$ cat src/rtl/irrigation_bus_pkg.sv
// Shared types and constants for the irrigation peripheral-bus master.
package irrigation_bus_pkg;

    localparam int ADDR_W = 5;
    localparam int DATA_W = 32;

    localparam logic [ADDR_W-1:0] DEF_EC_ADDR   = 5'h04;
    localparam logic [ADDR_W-1:0] DEF_GPIO_ADDR = 5'h00;

    localparam int VALVE_BIT = 0;
    localparam int ALARM_BIT = 1;

    typedef enum logic [2:0] {
        ST_IDLE,
        ST_RD,
        ST_DECIDE,
        ST_WR,
        ST_WAIT
    } state_t;

    // Valve has hysteresis between low and high; the alarm has none.
    function automatic logic [1:0] decide_cmd(
        input logic [15:0] ec,
        input logic [1:0]  prev,
        input logic [15:0] low,
        input logic [15:0] high,
        input logic [15:0] alarm
    );
        logic [1:0] cmd;
        cmd = prev;
        if (ec < low) begin
            cmd[VALVE_BIT] = 1'b1;
        end else if (ec > high) begin
            cmd[VALVE_BIT] = 1'b0;
        end
        cmd[ALARM_BIT] = (ec >= alarm);
        return cmd;
    endfunction

endpackage

$ cat src/rtl/bus_timeout_counter.sv
// Down-counter that flags the last allowed wait cycle of a bus transaction.
module bus_timeout_counter #(
    parameter int TIMEOUT_CYCLES = 16
) (
    input  logic clk,
    input  logic rst,
    input  logic load,
    input  logic tick,
    input  logic clear,
    output logic expired
);
    localparam int CNT_W = $clog2(TIMEOUT_CYCLES + 1);

    logic [CNT_W-1:0] count;

    always_ff @(posedge clk or negedge rst) begin
        if (!rst) begin
            count <= '0;
        end else if (clear) begin
            count <= '0;
        end else if (load) begin
            count <= CNT_W'(TIMEOUT_CYCLES);
        end else if (tick && (count != '0)) begin
            count <= count - CNT_W'(1);
        end
    end

    assign expired = (count == CNT_W'(1));

endmodule

$ cat src/rtl/irrigation_bus_master.sv
// Polls the conductivity register, applies valve/alarm hysteresis and writes
// the command to GPIO over the shared peripheral bus.
//
// state  | meaning
// IDLE   | bus idle, waiting for enable
// RD     | first cycle launches the read strobes, then waits for ready
// DECIDE | computes valve/alarm and launches the GPIO write
// WR     | waits for write ready
// WAIT   | period down-count between polls
module irrigation_bus_master
    import irrigation_bus_pkg::*;
#(
    parameter int                PERIOD_CYCLES  = 1000,
    parameter int                TIMEOUT_CYCLES = 16,
    parameter logic [ADDR_W-1:0] EC_ADDR        = DEF_EC_ADDR,
    parameter logic [ADDR_W-1:0] GPIO_ADDR      = DEF_GPIO_ADDR,
    parameter logic [15:0]       EC_LOW         = 16'd300,
    parameter logic [15:0]       EC_HIGH        = 16'd600,
    parameter logic [15:0]       EC_ALARM       = 16'd900
) (
    input  logic              clk,
    input  logic              rst,
    input  logic              enable,
    output logic [ADDR_W-1:0] bus_addr,
    output logic              bus_cs,
    output logic              bus_rd,
    output logic              bus_wr,
    output logic [DATA_W-1:0] bus_wdata,
    input  logic [DATA_W-1:0] bus_rdata,
    input  logic              bus_ready,
    output logic [15:0]       ec_value,
    output logic [1:0]        valve_cmd,
    output logic              busy,
    output logic              timeout_err
);
    localparam int PW = $clog2(PERIOD_CYCLES + 1);

    state_t        state;
    logic [PW-1:0] period_cnt;
    logic [1:0]    next_cmd;
    logic          tmo_load;
    logic          tmo_tick;
    logic          tmo_clear;
    logic          tmo_expired;
    logic          unused_rdata_hi;

    assign unused_rdata_hi = ^bus_rdata[DATA_W-1:16];

    assign next_cmd = decide_cmd(ec_value, valve_cmd, EC_LOW, EC_HIGH, EC_ALARM);
    assign busy     = (state == ST_RD) || (state == ST_DECIDE) || (state == ST_WR);

    // Ready only counts while a strobe is actually on the bus.
    assign tmo_load  = ((state == ST_RD) && !bus_cs) || (state == ST_DECIDE);
    assign tmo_tick  = ((state == ST_RD) || (state == ST_WR)) && bus_cs && !bus_ready;
    assign tmo_clear = bus_cs && bus_ready;

    bus_timeout_counter #(
        .TIMEOUT_CYCLES(TIMEOUT_CYCLES)
    ) u_timeout (
        .clk    (clk),
        .rst    (rst),
        .load   (tmo_load),
        .tick   (tmo_tick),
        .clear  (tmo_clear),
        .expired(tmo_expired)
    );

    always_ff @(posedge clk or negedge rst) begin
        if (!rst) begin
            state       <= ST_IDLE;
            period_cnt  <= '0;
            bus_addr    <= '0;
            bus_cs      <= 1'b0;
            bus_rd      <= 1'b0;
            bus_wr      <= 1'b0;
            bus_wdata   <= '0;
            ec_value    <= '0;
            valve_cmd   <= '0;
            timeout_err <= 1'b0;
        end else begin
            case (state)
                ST_IDLE: begin
                    if (enable) begin
                        state <= ST_RD;
                    end
                end
                ST_RD: begin
                    if (!bus_cs) begin
                        bus_cs   <= 1'b1;
                        bus_rd   <= 1'b1;
                        bus_addr <= EC_ADDR;
                    end else if (bus_ready) begin
                        ec_value <= bus_rdata[15:0];
                        bus_cs   <= 1'b0;
                        bus_rd   <= 1'b0;
                        bus_addr <= '0;
                        state    <= ST_DECIDE;
                    end else if (tmo_expired) begin
                        timeout_err <= 1'b1;
                        bus_cs      <= 1'b0;
                        bus_rd      <= 1'b0;
                        bus_addr    <= '0;
                        period_cnt  <= PW'(PERIOD_CYCLES);
                        state       <= ST_WAIT;
                    end
                end
                ST_DECIDE: begin
                    valve_cmd <= next_cmd;
                    bus_cs    <= 1'b1;
                    bus_wr    <= 1'b1;
                    bus_addr  <= GPIO_ADDR;
                    bus_wdata <= {{(DATA_W-2){1'b0}}, next_cmd};
                    state     <= ST_WR;
                end
                ST_WR: begin
                    if (bus_ready || tmo_expired) begin
                        if (!bus_ready) begin
                            timeout_err <= 1'b1;
                        end
                        bus_cs     <= 1'b0;
                        bus_wr     <= 1'b0;
                        bus_addr   <= '0;
                        bus_wdata  <= '0;
                        period_cnt <= PW'(PERIOD_CYCLES);
                        state      <= ST_WAIT;
                    end
                end
                ST_WAIT: begin
                    if (!enable) begin
                        state <= ST_IDLE;
                    end else if (period_cnt <= PW'(1)) begin
                        state <= ST_RD;
                    end else begin
                        period_cnt <= period_cnt - PW'(1);
                    end
                end
                default: begin
                    state <= ST_IDLE;
                end
            endcase
        end
    end

endmodule

$ cat config.mk
export PLATFORM = sky130hd
export DESIGN_NAME = irrigation_bus_master
export DESIGN_NICKNAME = d
export VERILOG_FILES = /design/src/rtl/irrigation_bus_pkg.sv /design/src/rtl/bus_timeout_counter.sv /design/src/rtl/irrigation_bus_master.sv
export SDC_FILE = /design/constraint.sdc
export NUM_CORES = 1
export LEC_CHECK = 0
export ABC_AREA = 1
export CAP_MARGIN = 15
export CORE_AREA = 2 2 78 80
export DETAILED_ROUTE_END_ITERATION = 8
export DIE_AREA = 0 0 80 82
export GPL_TIMING_DRIVEN = 0
export PLACE_DENSITY = 0.83
export SETUP_SLACK_MARGIN = 0.02
export SLEW_MARGIN = 25
export SYNTH_ARGS = -nofsm -noshare
export SYNTH_HDL_FRONTEND = slang
export SYNTH_SLANG_ARGS = --single-unit
$ cat constraint.sdc
create_clock -name clk -period 4.4 [get_ports clk]
set_clock_uncertainty 0.2 [all_clocks]
set_input_delay 0.44 -clock clk [delete_from_list [all_inputs] [get_ports clk]]
set_output_delay 0.44 -clock clk [all_outputs]
set_load 0.02 [all_outputs]
# After elaboration in Yosys (flattened, before gate mapping)
# Index checks and enable logic that the tools add are counted.
dict set report totals {
  output_inout_bits 60
  word_cells 103
  regBits 77
  in_bits 36
}
dict set report op_classes {
  mux 42
  n_addsub 2
  reduce_logical 27
  order_cmp 4
  eq_ne 17
}
# op n
set ops {}
lappend ops {{$pmux 32 s2} 1}
lappend ops {{$mux 10} 6}
lappend ops {{$mux 5} 7}
lappend ops {{$mux 32} 1}
lappend ops {{$pmux 10 s3} 1}
lappend ops {{$mux 3} 7}
lappend ops {{$ge 16x10->1 const B} 1}
lappend ops {{$gt 16x10->1 const B} 1}
lappend ops {{$lt 16x9->1 const B} 1}
lappend ops {{$pmux 3 s5} 1}
lappend ops {{$pmux 5 s3} 1}
lappend ops {{$mux 1} 14}
lappend ops {{$ne 2x2->1 const B} 7}
lappend ops {{$le 10x1->1 const B} 1}
lappend ops {{$sub 10x1->10 const B} 1}
lappend ops {{$reduce_bool 3->1} 3}
lappend ops {{$reduce_and 7->1} 1}
lappend ops {{$eq 3x2->1 const B} 2}
lappend ops {{$ne 3x3->1 const B} 2}
lappend ops {{$reduce_and 2->1} 3}
lappend ops {{$reduce_and 3->1} 2}
lappend ops {{$reduce_and 6->1} 1}
lappend ops {{$eq 5x1->1 const B} 1}
lappend ops {{$logic_and 1x1->1} 5}
lappend ops {{14 further kinds} 21}

# Logic depth before layout (Yosys ltp)
dict set report logic_depth {
  ltp_word 8
  mapped_depth 11
}

# Cells and area by module
# A second synthesis with hierarchy kept.
dict set report unflattened {
  hier_cells 338
  hier_area_um2 2753.9
}
# mod area_each_um2 n_inst cells_each seq_area_each_um2
set by_module_without_submodules {}
lappend by_module_without_submodules {irrigation_bus_master 2408.6 1 292 950.9}
lappend by_module_without_submodules {bus_timeout_counter 345.3 1 46 125.1}

# Least setup slack after synthesis
# Ideal clock, no wire load.
dict set report synth_timing {
  path_type {register to register}
  from {register u_timeout.count[1]}
  to {register period_cnt[8]}
  path_stages_with_launch 11
  setup_time_ns 0.119
  required_time_ns 4.081
  arrival_time_ns 1.386
  slack_ns 2.694
  period_less_slack_ns 1.706
  path_cell_list {dfrtp_1 -> inv_1 -> ha_1 -> nand3_1 -> nand3_2 -> nand2_2 -> nor2_4 -> nand2_4 -> buf_12 -> nand2_2 -> o21ai_2}
}
dict set report synth_between {
  elab_chain_len 4
  word_cells_on_any_way 5
  classes_between {eq/ne: 3; reduce/logical: 2}
}
# item line_no
set synth_rtl {}
lappend synth_rtl {{start: declaration} bus_timeout_counter.sv:14} ;# logic [CNT_W-1:0] count;
lappend synth_rtl {{start signal: assignment} bus_timeout_counter.sv:22} ;# count <= CNT_W'(TIMEOUT_CYCLES);
lappend synth_rtl {{start signal: assignment} bus_timeout_counter.sv:24} ;# count <= count - CNT_W'(1);
lappend synth_rtl {{$eq 5x1->1 *} bus_timeout_counter.sv:28} ;# assign expired = (count == CNT_W'(1));
lappend synth_rtl {{$logic_or 1x1->1} irrigation_bus_master.sv:116} ;# if (bus_ready || tmo_expired) begin
lappend synth_rtl {{$ne 2x1->1 (no line)} n/a}
lappend synth_rtl {{$reduce_and 7->1 (no line) *} n/a}
lappend synth_rtl {{end signal: assignment} irrigation_bus_master.sv:103} ;# period_cnt <= PW'(PERIOD_CYCLES);
lappend synth_rtl {{end signal: assignment} irrigation_bus_master.sv:124} ;# period_cnt <= PW'(PERIOD_CYCLES);
lappend synth_rtl {{end signal: assignment} irrigation_bus_master.sv:134} ;# period_cnt <= period_cnt - PW'(1);
lappend synth_rtl {{end: declaration} irrigation_bus_master.sv:39} ;# logic [PW-1:0] period_cnt;
# Mark *: on every way between the ends. The rest lies on a longest branch, timed or not.
# A chain may end at the register's enable or synchronous reset.

# Final worst setup path
dict set report layout_timing {
  from {register state[1]}
  to {output port busy}
}
dict set report layout_between {
  elab_chain_len 3
  word_cells_on_any_way 5
  classes_between {eq/ne: 3; reduce/logical: 2}
}
# item line_no
set layout_rtl {}
lappend layout_rtl {{start: declaration} irrigation_bus_master.sv:38} ;# state_t state;
lappend layout_rtl {{start signal: assignment} irrigation_bus_master.sv:70} ;# state <= ST_IDLE;
lappend layout_rtl {{start signal: assignment} irrigation_bus_master.sv:84} ;# state <= ST_RD;
lappend layout_rtl {{start signal: assignment} irrigation_bus_master.sv:97} ;# state <= ST_DECIDE;
lappend layout_rtl {{$eq 3x1->1 or $eq 3x2->1 (tied branches)} irrigation_bus_master.sv:50} ;# assign busy = (state == ST_RD) || (state == ST_DECIDE) || (state == ST_WR);
lappend layout_rtl {{$logic_or 1x1->1} irrigation_bus_master.sv:50}
lappend layout_rtl {{$logic_or 1x1->1 *} irrigation_bus_master.sv:50}
lappend layout_rtl {{end: declaration} irrigation_bus_master.sv:33} ;# output logic busy,
# Marks and branches as above.

==> impl_metrics.env <==
export IMPL_instances_no_fill=477
export IMPL_crit_chain="nor2_2 -> nor2_1 -> clkdlybuf4s50_1"
export IMPL_hold_class="flop to flop"
export IMPL_detail_route_iter0_violations=67
export IMPL_p_total_mw=2.28
export IMPL_synth_edff_count=0
export IMPL_synth_largest_area_cell="dfrtp_1"
export IMPL_place_ws_ns=2.14
export IMPL_die_w_um=80
export IMPL_initial_core_util_pct=45.9
export IMPL_fin_area_um2=3420
export IMPL_fmax_ghz=0.415
export IMPL_num_rows=28
export IMPL_fillers=514
export IMPL_synth_seq_cells=43
export IMPL_num_vias=2149
export IMPL_utilization_pct=59.5
export IMPL_dp_hpwl_um=3940
export IMPL_fp_dieH_um=82
export IMPL_ys_async_sr_fraction_pct=100
export IMPL_cp_depth=3
export IMPL_multiInputGateArea_um2=1260
export IMPL_grt_pass1_vias=2044
export IMPL_grt_pass1_wl_um=8600
export IMPL_yosysSeqAreaShare_pct=40.8
export IMPL_clkLatencyLatePin_ns=0.29
export IMPL_post_route_drc_count=0
export IMPL_max_cap_violations=0
export IMPL_clock_path_buffers=2
export IMPL_max_stage_delay_ns=0.64
export IMPL_period_minus_slack_ns=2.41
export IMPL_via_per_inst=4.51
export IMPL_num_antenna_cells=0
export IMPL_fin_ws_ns=1.99
export IMPL_worstPathMaxFanout=5
export IMPL_synth_common_cells="nand2_1, dfrtp_1, nor2_1, buf_4, inv_1"
export IMPL_reg2regPathDepth=9
export IMPL_finalMaxSlewViolations=0
export IMPL_yosysMostFrequentCell="nand2_1"
export IMPL_cts_made_buffers=5
export IMPL_fin_nets=443
export IMPL_outcome="completed"
export IMPL_worstSetupPathType="flop to output pin"
export IMPL_synth_cell_types=32
export IMPL_area_growth_pct=29.6
export IMPL_overflow=0
export IMPL_wl_per_cell_um=10.4
export IMPL_dp_cells=469
export IMPL_hold_depth=2
export IMPL_cts_sink_count=43
export IMPL_setup_viol=0
export IMPL_fin_hold_ws_ns=0.291
export IMPL_io_pin_count=96
export IMPL_cts_resized_gates=0
export IMPL_crit_slowest_cell="clkdlybuf4s50_1"
export IMPL_ys_top_cells_by_area="dfrtp_1, buf_4, nand2_1"
export IMPL_endpoint_kind="output pin"
export IMPL_grt_max_degree=28
export IMPL_dpl_cell_area_um2=3320
export IMPL_yosysWarnings=0
export IMPL_cts_root_buf="clkbuf_8"
export IMPL_seqCellArea_um2=1080
export IMPL_cts_tree="done"
export IMPL_dr_pass1_iters=4
export IMPL_fin_tns_setup_ns=0
export IMPL_grt_util_all_layers_pct=16.8
export IMPL_powerDensity_nw_per_um2=668
export IMPL_final_hold_viol_count=0
export IMPL_ir_worst_vdd_v=0.000494
export IMPL_cp_data_arrival_time_ns=1.77
export IMPL_critPathLaunchType="flop"
export IMPL_synth_area_um2=2640
export IMPL_finalCritPeriodShare_pct=54.8
export IMPL_synthCells=315
export IMPL_die_area_um2=6560
export IMPL_grt_setup_unrepaired="false"
export IMPL_drt_wl_total_um=4980
export IMPL_port_buffers=45
export IMPL_coreArea_um2=5750
export IMPL_htreeDepth=2
export IMPL_ant_nets=0
export IMPL_cts_clk_slew_worst_paths_ns=0.08
export IMPL_avgSynthCellArea_um2=8.37
export IMPL_synth_top_cell_area_share_pct=40.8
export IMPL_ys_flop_type="dfrtp_1"
export IMPL_antenna_found_initial=0
export IMPL_p_leak_nw=1.77
export IMPL_final_layout_size_suffix_gt1_share_pct=21.1
export IMPL_cp_required_ns=3.76
export IMPL_cts_hold_buf=1
export IMPL_gp_congestion=0.826
export IMPL_cp_top_family="buffers and inverters"
export IMPL_cp_num_buf_inv=1
export IMPL_cts_setup_buffers=0
[registers in the layout, indices dropped and copies added, names as in the netlist]
| signal | flops |
|---|---|
| u_timeout.count | 5 |
| period_cnt | 10 |
| bus_addr | 1 |
| bus_wr | 1 |
| ec_value | 16 |
| bus_rd | 1 |
| bus_cs | 1 |
| state | 3 |
| valve_cmd | 2 |
| timeout_err | 1 |
| bus_wdata | 2 |
[kinds of logic (layout without fill, tap and decap cells)]
family / count (synthesis) / in the layout / synth area share (%)
other cells: 1 / 34 / 0.142
flops: 43 / 43 / 40.8
buf+inv: 73 / 127 / 16.1
compound gates: 36 / 36 / 8.64
mux: 14 / 14 / 6.69
simple gates: 138 / 138 / 23.5
xor+xnor: 5 / 5 / 1.66
fa+ha+maj: 5 / 5 / 2.37
[layer usage]
layer | up-vias | GRT usage, % | share of wire (%)
met4 | 0 | 5.25 | 0.98
met1 | 962 | 19.2 | 42
met3 | 5 | 6.26 | 9.4
met2 | 77 | 29.3 | 48
met5 | - | 0 | 0
li1 | 1105 | - | -
[final timing paths]
kind                                from                  to  slack, ns
max                             state[1]                busy       1.99
min                         valve_cmd[1]        valve_cmd[1]       0.29
max reg2reg                period_cnt[0]       period_cnt[8]       2.46
min reg2reg                 valve_cmd[1]        valve_cmd[1]       0.29
max in group asynchronous            rst        bus_wdata[1]       3.12
min in group asynchronous            rst  u_timeout.count[2]       0.40
[layout by cell type, fill, tap and decap left out, drive strengths merged]
cell and count:
nor3 2, conb 34, clkinv 1, buf 38
a31oi 4, nand4 1, o21ai 19, nand3b 1
xor2 4, ha 5, o21bai 2, nand3 16
dlygate4sd3 1, xnor2 1, dfrtp 43, mux2 14
clkdlybuf4s50 44, clkbuf 6, inv 37, nor2 46
o211ai 2, a21oi 7, o22ai 2, nand2 72
[where the power goes]
group	switching [mW]	internal [mW]	total (mW)	leakage, nW
Clock	0.128	0.123	0.251	0.0470
Sequential	0.166	0.577	0.742	0.527
Combinational	0.709	0.582	1.29	1.19
Total	1.00	1.28	2.28	1.77
[layout make-up]
type	count	area share, %
clock inverter	1	0.146
timing repair buffer	47	13.9
buffer	36	8.39
clock buffer	6	2.42
inverter	37	4.06
multi-input combinational	232	36.8
sequential	43	31.5
tap	75	2.75
[worst min-delay path, delay by kind of cell, from the launching register on]
kind	cells	cell delay, ns
AND/OR/NAND/NOR	2	0.10
flip-flops	1	0.35
(Power assumes the default switching activity.)
